`config.mk`:
```
export PLATFORM = sky130hd
export DESIGN_NAME = alu_issue_stage
export DESIGN_NICKNAME = d
export VERILOG_FILES = /design/src/rtl/alu_issue_stage.sv
export SDC_FILE = /design/constraint.sdc
export NUM_CORES = 1
export LEC_CHECK = 0
export ABC_AREA = 1
export CORE_AREA = 3 3 102 104
export CTS_CLUSTER_SIZE = 8
export DETAILED_ROUTE_END_ITERATION = 12
export DIE_AREA = 0 0 105 107
export HOLD_SLACK_MARGIN = 0.12
export PLACE_DENSITY = 0.8
export SLEW_MARGIN = 20
export SYNTH_ARGS = -nofsm -noshare
export SYNTH_HDL_FRONTEND = slang
export SYNTH_SLANG_ARGS = --single-unit
```
`constraint.sdc`:
```
create_clock -name clk -period 2.94 [get_ports clk]
set_clock_uncertainty 0.15 [all_clocks]
set_input_delay 0.588 -clock clk [delete_from_list [all_inputs] [get_ports clk]]
set_output_delay 0.588 -clock clk [all_outputs]
set_load 0.005 [all_outputs]
```
`src/rtl/alu_issue_stage.sv`:
```
// ID/EX issue stage: decodes MIPS opcode/funct into ALU control and operands, registered for EX.
// Optional performance counters (perf_issued, perf_bubbles) are built when ISSUE_PERF_CNT_EN is defined.
module alu_issue_stage #(
    parameter int DW    = 32,
    parameter int CNT_W = 32
) (
    input  logic             clk,
    input  logic             rst,
    input  logic             in_valid,
    output logic             in_ready,
    input  logic [5:0]       opcode,
    input  logic [5:0]       funct,
    input  logic [4:0]       shamt,
    input  logic [15:0]      imm16,
    input  logic [DW-1:0]    rs_data,
    input  logic [DW-1:0]    rt_data,
    input  logic             stall,
    input  logic             flush,
    output logic             ex_valid,
    output logic [DW-1:0]    Ain,
    output logic [DW-1:0]    Bin,
    output logic [3:0]       ALUControl,
`ifdef ISSUE_PERF_CNT_EN
    output logic [CNT_W-1:0] perf_issued,
    output logic [CNT_W-1:0] perf_bubbles,
`endif
    output logic             ex_illegal
);

    localparam logic [3:0] ALU_AND = 4'b0000;
    localparam logic [3:0] ALU_OR  = 4'b0001;
    localparam logic [3:0] ALU_ADD = 4'b0010;
    localparam logic [3:0] ALU_XOR = 4'b0011;
    localparam logic [3:0] ALU_SLL = 4'b0100;
    localparam logic [3:0] ALU_SRL = 4'b0101;
    localparam logic [3:0] ALU_SUB = 4'b0110;
    localparam logic [3:0] ALU_SLT = 4'b0111;
    localparam logic [3:0] ALU_SRA = 4'b1000;
    localparam logic [3:0] ALU_BEQ = 4'b1001;
    localparam logic [3:0] ALU_BNE = 4'b1010;
    localparam logic [3:0] ALU_NOR = 4'b1100;

    // Handshake: an ID instruction transfers on a posedge where in_valid && in_ready;
    // a simultaneous flush still consumes it but loads a bubble in its place.
    assign in_ready = ~stall;

    logic          dec_legal;
    logic [3:0]    dec_ctrl;
    logic [DW-1:0] dec_a;
    logic [DW-1:0] dec_b;
    logic [DW-1:0] imm_sext;
    logic [DW-1:0] imm_zext;

    assign imm_sext = {{(DW-16){imm16[15]}}, imm16};
    assign imm_zext = {{(DW-16){1'b0}}, imm16};

    // Illegal encodings fall out with the bubble operand/control values (add, 0, 0).
    always_comb begin
        dec_legal = 1'b0;
        dec_ctrl  = ALU_ADD;
        dec_a     = '0;
        dec_b     = '0;
        case (opcode)
            6'b000000: begin
                dec_legal = 1'b1;
                dec_a     = rs_data;
                dec_b     = rt_data;
                case (funct)
                    6'b100000, 6'b100001: dec_ctrl = ALU_ADD;
                    6'b100010, 6'b100011: dec_ctrl = ALU_SUB;
                    6'b100100:            dec_ctrl = ALU_AND;
                    6'b100101:            dec_ctrl = ALU_OR;
                    6'b100110:            dec_ctrl = ALU_XOR;
                    6'b100111:            dec_ctrl = ALU_NOR;
                    6'b101010:            dec_ctrl = ALU_SLT;
                    6'b000000: begin dec_ctrl = ALU_SLL; dec_a = '0; dec_a[4:0] = shamt; end
                    6'b000010: begin dec_ctrl = ALU_SRL; dec_a = '0; dec_a[4:0] = shamt; end
                    6'b000011: begin dec_ctrl = ALU_SRA; dec_a = '0; dec_a[4:0] = shamt; end
                    6'b000100: begin dec_ctrl = ALU_SLL; dec_a = '0; dec_a[4:0] = rs_data[4:0]; end
                    6'b000110: begin dec_ctrl = ALU_SRL; dec_a = '0; dec_a[4:0] = rs_data[4:0]; end
                    6'b000111: begin dec_ctrl = ALU_SRA; dec_a = '0; dec_a[4:0] = rs_data[4:0]; end
                    default: begin
                        dec_legal = 1'b0;
                        dec_a     = '0;
                        dec_b     = '0;
                    end
                endcase
            end
            6'b001000, 6'b001001, 6'b100011, 6'b101011: begin
                dec_legal = 1'b1; dec_ctrl = ALU_ADD; dec_a = rs_data; dec_b = imm_sext;
            end
            6'b001010: begin dec_legal = 1'b1; dec_ctrl = ALU_SLT; dec_a = rs_data; dec_b = imm_sext; end
            6'b001100: begin dec_legal = 1'b1; dec_ctrl = ALU_AND; dec_a = rs_data; dec_b = imm_zext; end
            6'b001101: begin dec_legal = 1'b1; dec_ctrl = ALU_OR;  dec_a = rs_data; dec_b = imm_zext; end
            6'b001110: begin dec_legal = 1'b1; dec_ctrl = ALU_XOR; dec_a = rs_data; dec_b = imm_zext; end
            6'b000100: begin dec_legal = 1'b1; dec_ctrl = ALU_BEQ; dec_a = rs_data; dec_b = rt_data; end
            6'b000101: begin dec_legal = 1'b1; dec_ctrl = ALU_BNE; dec_a = rs_data; dec_b = rt_data; end
            default: ;
        endcase
    end

    logic load_bubble;
    logic load_instr;

    assign load_bubble = flush | (~stall & ~in_valid);
    assign load_instr  = ~flush & ~stall & in_valid;

    always_ff @(posedge clk or posedge rst) begin
        if (rst) begin
            ex_valid   <= 1'b0;
            ex_illegal <= 1'b0;
            ALUControl <= ALU_ADD;
            Ain        <= '0;
            Bin        <= '0;
        end else if (load_bubble) begin
            ex_valid   <= 1'b0;
            ex_illegal <= 1'b0;
            ALUControl <= ALU_ADD;
            Ain        <= '0;
            Bin        <= '0;
        end else if (load_instr) begin
            ex_valid   <= 1'b1;
            ex_illegal <= ~dec_legal;
            ALUControl <= dec_ctrl;
            Ain        <= dec_a;
            Bin        <= dec_b;
        end
    end

`ifdef ISSUE_PERF_CNT_EN
    always_ff @(posedge clk or posedge rst) begin
        if (rst) begin
            perf_issued  <= '0;
            perf_bubbles <= '0;
        end else begin
            if (load_instr && dec_legal) perf_issued <= perf_issued + 1'b1;
            if (load_bubble) perf_bubbles <= perf_bubbles + 1'b1;
        end
    end
`else
    // Counter width only matters when the counters are built.
    logic unused_cnt_w;
    assign unused_cnt_w = ^CNT_W;
`endif

endmodule

```
=== After elaboration in Yosys (flattened, before gate mapping) ===
Cells that the tools add are included.

* Register bits after elaboration: 70
* Output and inout port bits: 71
* Input bits: 102

* Bitwise logic cells: 8
* Equal/unequal tests: 24
* Reductions and logical operators: 15
* Mux-type cells: 18

{| class="wikitable"
|+ Operators with widths
! cell !! number
|-
| two-way mux 32 bit || 5
|-
| case mux 32 bit (4 select lines) || 1
|-
| case mux 32 bit (3 select lines) || 1
|-
| equality test 6 bit (second input constant) || 11
|-
| case mux 32 bit (2 select lines) || 1
|-
| equality test 6 x 4 -> 1 bit (second input constant) || 6
|-
| case mux 4 bit (9 select lines) || 1
|-
| equality test 6 x 3 -> 1 bit (second input constant) || 5
|-
| case mux 4 bit (7 select lines) || 1
|-
| OR reduction 15 bit || 1
|-
| equality test 6 x 2 -> 1 bit (second input constant) || 2
|-
| zero test 6 bit || 2
|-
| OR reduction 10 bit || 1
|-
| OR reduction 2 bit || 5
|-
| OR reduction 3 bit || 3
|-
| OR reduction 9 bit || 1
|-
| two-way mux 4 bit || 2
|-
| two-way mux 1 bit || 5
|-
| OR reduction 5 bit || 1
|-
| inverter 1 bit || 4
|-
| bitwise AND 1 bit || 3
|-
| case mux 1 bit (2 select lines) || 1
|-
| nonzero test 2 bit || 1
|-
| OR 1 bit || 1
|}

=== Logic depth before layout (Yosys ltp) ===
* Depth in word-level cells: 7
* Gate-level depth with buffers: 11
* Depth with buffers taken out: 10

=== Least setup slack after synthesis ===
Ideal clock, no wire load.

* Path type: input port to flip-flop
* Start: in stall
* End: reg Ain[11]
* Library setup time: 0.118 ns
* Buffers on the path: 2
* Data required time: 2.672 ns
* Slack: 1.150 ns
* Stages: 8
* Data arrival time: 1.522 ns
* Cells stage by stage: nor3_4 > inv_2 > nand2_1 > inv_2 > buf_2 > buf_2 > nand2_1 > nand2_1

* Cells in the longest elaborated chain, start to end: 4

{| class="wikitable"
|+ Ends and longest elaborated chain
! item !! line !! text
|-
| start: declaration || 17 || <nowiki>input logic stall,</nowiki>
|-
| inverter 1 bit (*) || 105, 106 ||
|-
| bitwise AND 1 bit (on tied branches) || 105, 106 ||
|-
| OR 1 bit or bitwise AND 1 bit (tied branches) || 105, 106 ||
|-
| two-way mux 32 bit or nonzero test 2 bit (tied branches) || -- ||
|-
| end signal: assignment || 113 || <nowiki>Ain <= '0;</nowiki>
|-
| end signal: assignment || 119 || <nowiki>Ain <= '0;</nowiki>
|-
| end signal: assignment || 125 || <nowiki>Ain <= dec_a;</nowiki>
|-
| end: declaration || 20 || <nowiki>output logic [DW-1:0] Ain,</nowiki>
|}

Every way passes the cells marked *; elsewhere a longest branch is shown, timed or not.
A chain may end at the register's enable or synchronous reset.

=== Worst setup path after layout ===
* Start: in stall
* End: out in_ready

* Cells in the longest elaborated chain, start to end: 1

{| class="wikitable"
|+ Ends and longest elaborated chain
! item !! line !! text
|-
| inverter 1 bit || 45 || <nowiki>assign in_ready = ~stall;</nowiki>
|-
| end: declaration || 10 || <nowiki>output logic in_ready,</nowiki>
|}

No other way between the ends.

==> results.md <==
* Post-synthesis register bit count at 70
* Min cycle time layout at 2.39 ns
* Area after DPL at 5980 µm²
* Crit path launch type: input port
* GR peak layer: met2
* Total core area at 9640 µm²
* # hold bufs at CTS at 0
* Sw Ratio at 0.267
* N_diodes at 0
* Dpl cells at 906
* DRC Markers at 0
* Kind of critical path: input port to output pin
* DR vias/cell at 5.07
* Post-Layout Cell Count at 922
* Max Root-Sink Buffers at 2
* Max Cap Violations at 0
* Outcome: finished, final reports clean
* Number of fill cells at 860
* Register area share after synthesis at 0.420
* Count leader, synth: nand2_1
* Final Cell Area at 6210 µm²
* Die width at 105 µm
* Total number of vias at 4673
* Synth area leader: dfrtp_1
* Setup Fix Bufs, Post-CTS at 0
* Setup tns final at 0 ns
* Ys async rst share at 1.00
* Syn Area/Cell at 6.74 µm²
* Achievable frequency at 419 MHz
* P_sw at 600 µW
* Critical Path AT at 1.65 ns
* Max IR drop VDD at 0.300 mV
* GR Util met3 at 0.0614
* Placer Congestion at 0.882
* Die height at 107 µm
* Met1 Track Usage GR at 0.302
* Number of port buffers at 172
* Post-synthesis cell type count at 27
* Hold_ws at 0.323 ns
* Pre-CTS setup slack at 0.349 ns
* Worst Setup End Kind: output pin
* Io pins at 173
* Synth top area share at 0.414
* HP Class: flop to flop
* Area delta synth->final at 49.0%
* Cell Area, Synth at 4170 µm²
* Pre-Repair DR Iteration Count at 5
* CTS Root Cell: clkbuf_8
* Std cell rows at 36
* Synth cell count leaders: nand2_1, nand3_1, dfrtp_1
* Dominant cells by area after synthesis: dfrtp_1, nand2_1, nand3_1
* H-tree depth at 3
* Total grt overflow at 0
* Clock insertion delay at the later pin of the skew report at 0.35 ns
* Post-synthesis cell count at 619
* Final-report max-slew violation count at 0
* 1st-iter DRT viols at 273
* Reg power frac at 0.435
* Rel. slew slack at 0.630
* Largest net degree at the start of global routing at 59
* Fin crit share at 0.812
* PnR worst setup slack at 0.551 ns
* GRT Util Overall at 0.236
* Critical-path maximum fanout at 2
* Die area at 11200 µm²
* WP data required at 2.20 ns
* Ys Warns at 0
* Util after Layout at 0.645
* Post-synth EDFFs at 0
* Global routing usage on met2 at 0.392
* Total Wirelength at 13100 µm
* Fraction of layout cells with a size suffix above 1 at 0.0634
* Initial antenna violation count at 0
* P_int at 1.65 mW
* First-pass GRT wire length at 21700 µm
* Post-Syn Nets at 721
* Leakage at 3.18 nW
* Final nets at 886
* Reg clk slew, reported paths at 0.07 ns
* Combinational Power Share at 0.162
* Final ANT Viol Nets at 0
* Vias in the first global route at 4567
* Final Hold Fails at 0
* Routed WL per cell at 14.2 µm
* Unrepaired setup endpoints after global routing: no
* Clk sink count at 70
* PnR Total Power at 2.25 mW
* PwrDens at 361 nW/µm²
* Reg2Reg Setup Slack at 2.01 ns
* Post-detail-place hpwl at 9600 µm
* CTS tree: done
* Starting Density at 0.433
* Worst slew pin tran at 0.555 ns
* Post_cts resized at 0
* Total CTS buffers at 9
* Top FF cell, synth: dfrtp_1
* Clk pwr share at 0.403
* Final setup vio count at 0
[path summary, 6_finish.rpt]
path                       depth (start not counted)          start             to
min in group asynchronous                          3            rst        Bin[12]
min reg2reg                                        2       ex_valid       ex_valid
max in group asynchronous                          3            rst  ALUControl[1]
max                                                3          stall       in_ready
max reg2reg                                        2  ALUControl[1]  ALUControl[1]
min                                                2       ex_valid       ex_valid
[layout make-up]
type                       instances  area, µm²  area share
multi-input combinational        455       1990       0.321
timing repair buffer             183       1830       0.294
sequential                        70       1750       0.282
inverter                          65        244      0.0393
tap                              133        166      0.0268
clock buffer                       9        124      0.0199
clock inverter                     7        105      0.0169
[layer usage]
metal  wire [µm]  part of all wire  vias to the layer above
li1            -                 -                     2260
met2        6220              0.47                      206
met3        1090             0.083                       20
met5           0                 0                        -
met1        5570              0.43                     2187
met4         219             0.017                        0
[registers in the layout, summed over array words and instances (netlist names)]
signal      flops
ALUControl      4
Ain            32
Bin            32
ex_illegal      1
ex_valid        1
[placed cells by master, fill, tap and decap left out, types with 2 or more instances in the layout]
master,count
a21oi_1,5
buf_12,2
buf_4,9
bufinv_16,2
clkbuf_8,9
clkdlybuf4s50_1,172
dfrtp_1,69
inv_1,57
inv_2,8
inv_6,2
nand2_1,269
nand2_2,3
nand3_1,106
nand3_2,3
nand4_1,4
nor2_1,34
nor2_2,2
nor2_4,2
o21ai_0,5
o21ai_1,14
[critical path: stages]
cell and delay [ns]:
clkdlybuf4s50_1 0.46, inv_1 0.10, clkdlybuf4s50_1 0.50
[power groups by stage]
stage / Combinational (mW) / Clock, mW / Sequential [mW]
floorplan: 0.145 / 0 / 0.996
global placement: 0.356 / 0 / 0.995
detailed placement: 0.363 / 0 / 0.995
CTS: 0.365 / 0.918 / 0.976
global route: 0.399 / 0.962 / 0.978
finish: 0.364 / 0.906 / 0.976
[kinds of logic after synthesis]
family                 synth area share
AND/OR/NAND/NOR                   0.438
flip-flops                        0.420
AO/OA/AOI/OAI                    0.0402
buffers and inverters             0.102
(Power assumes the default switching activity.)
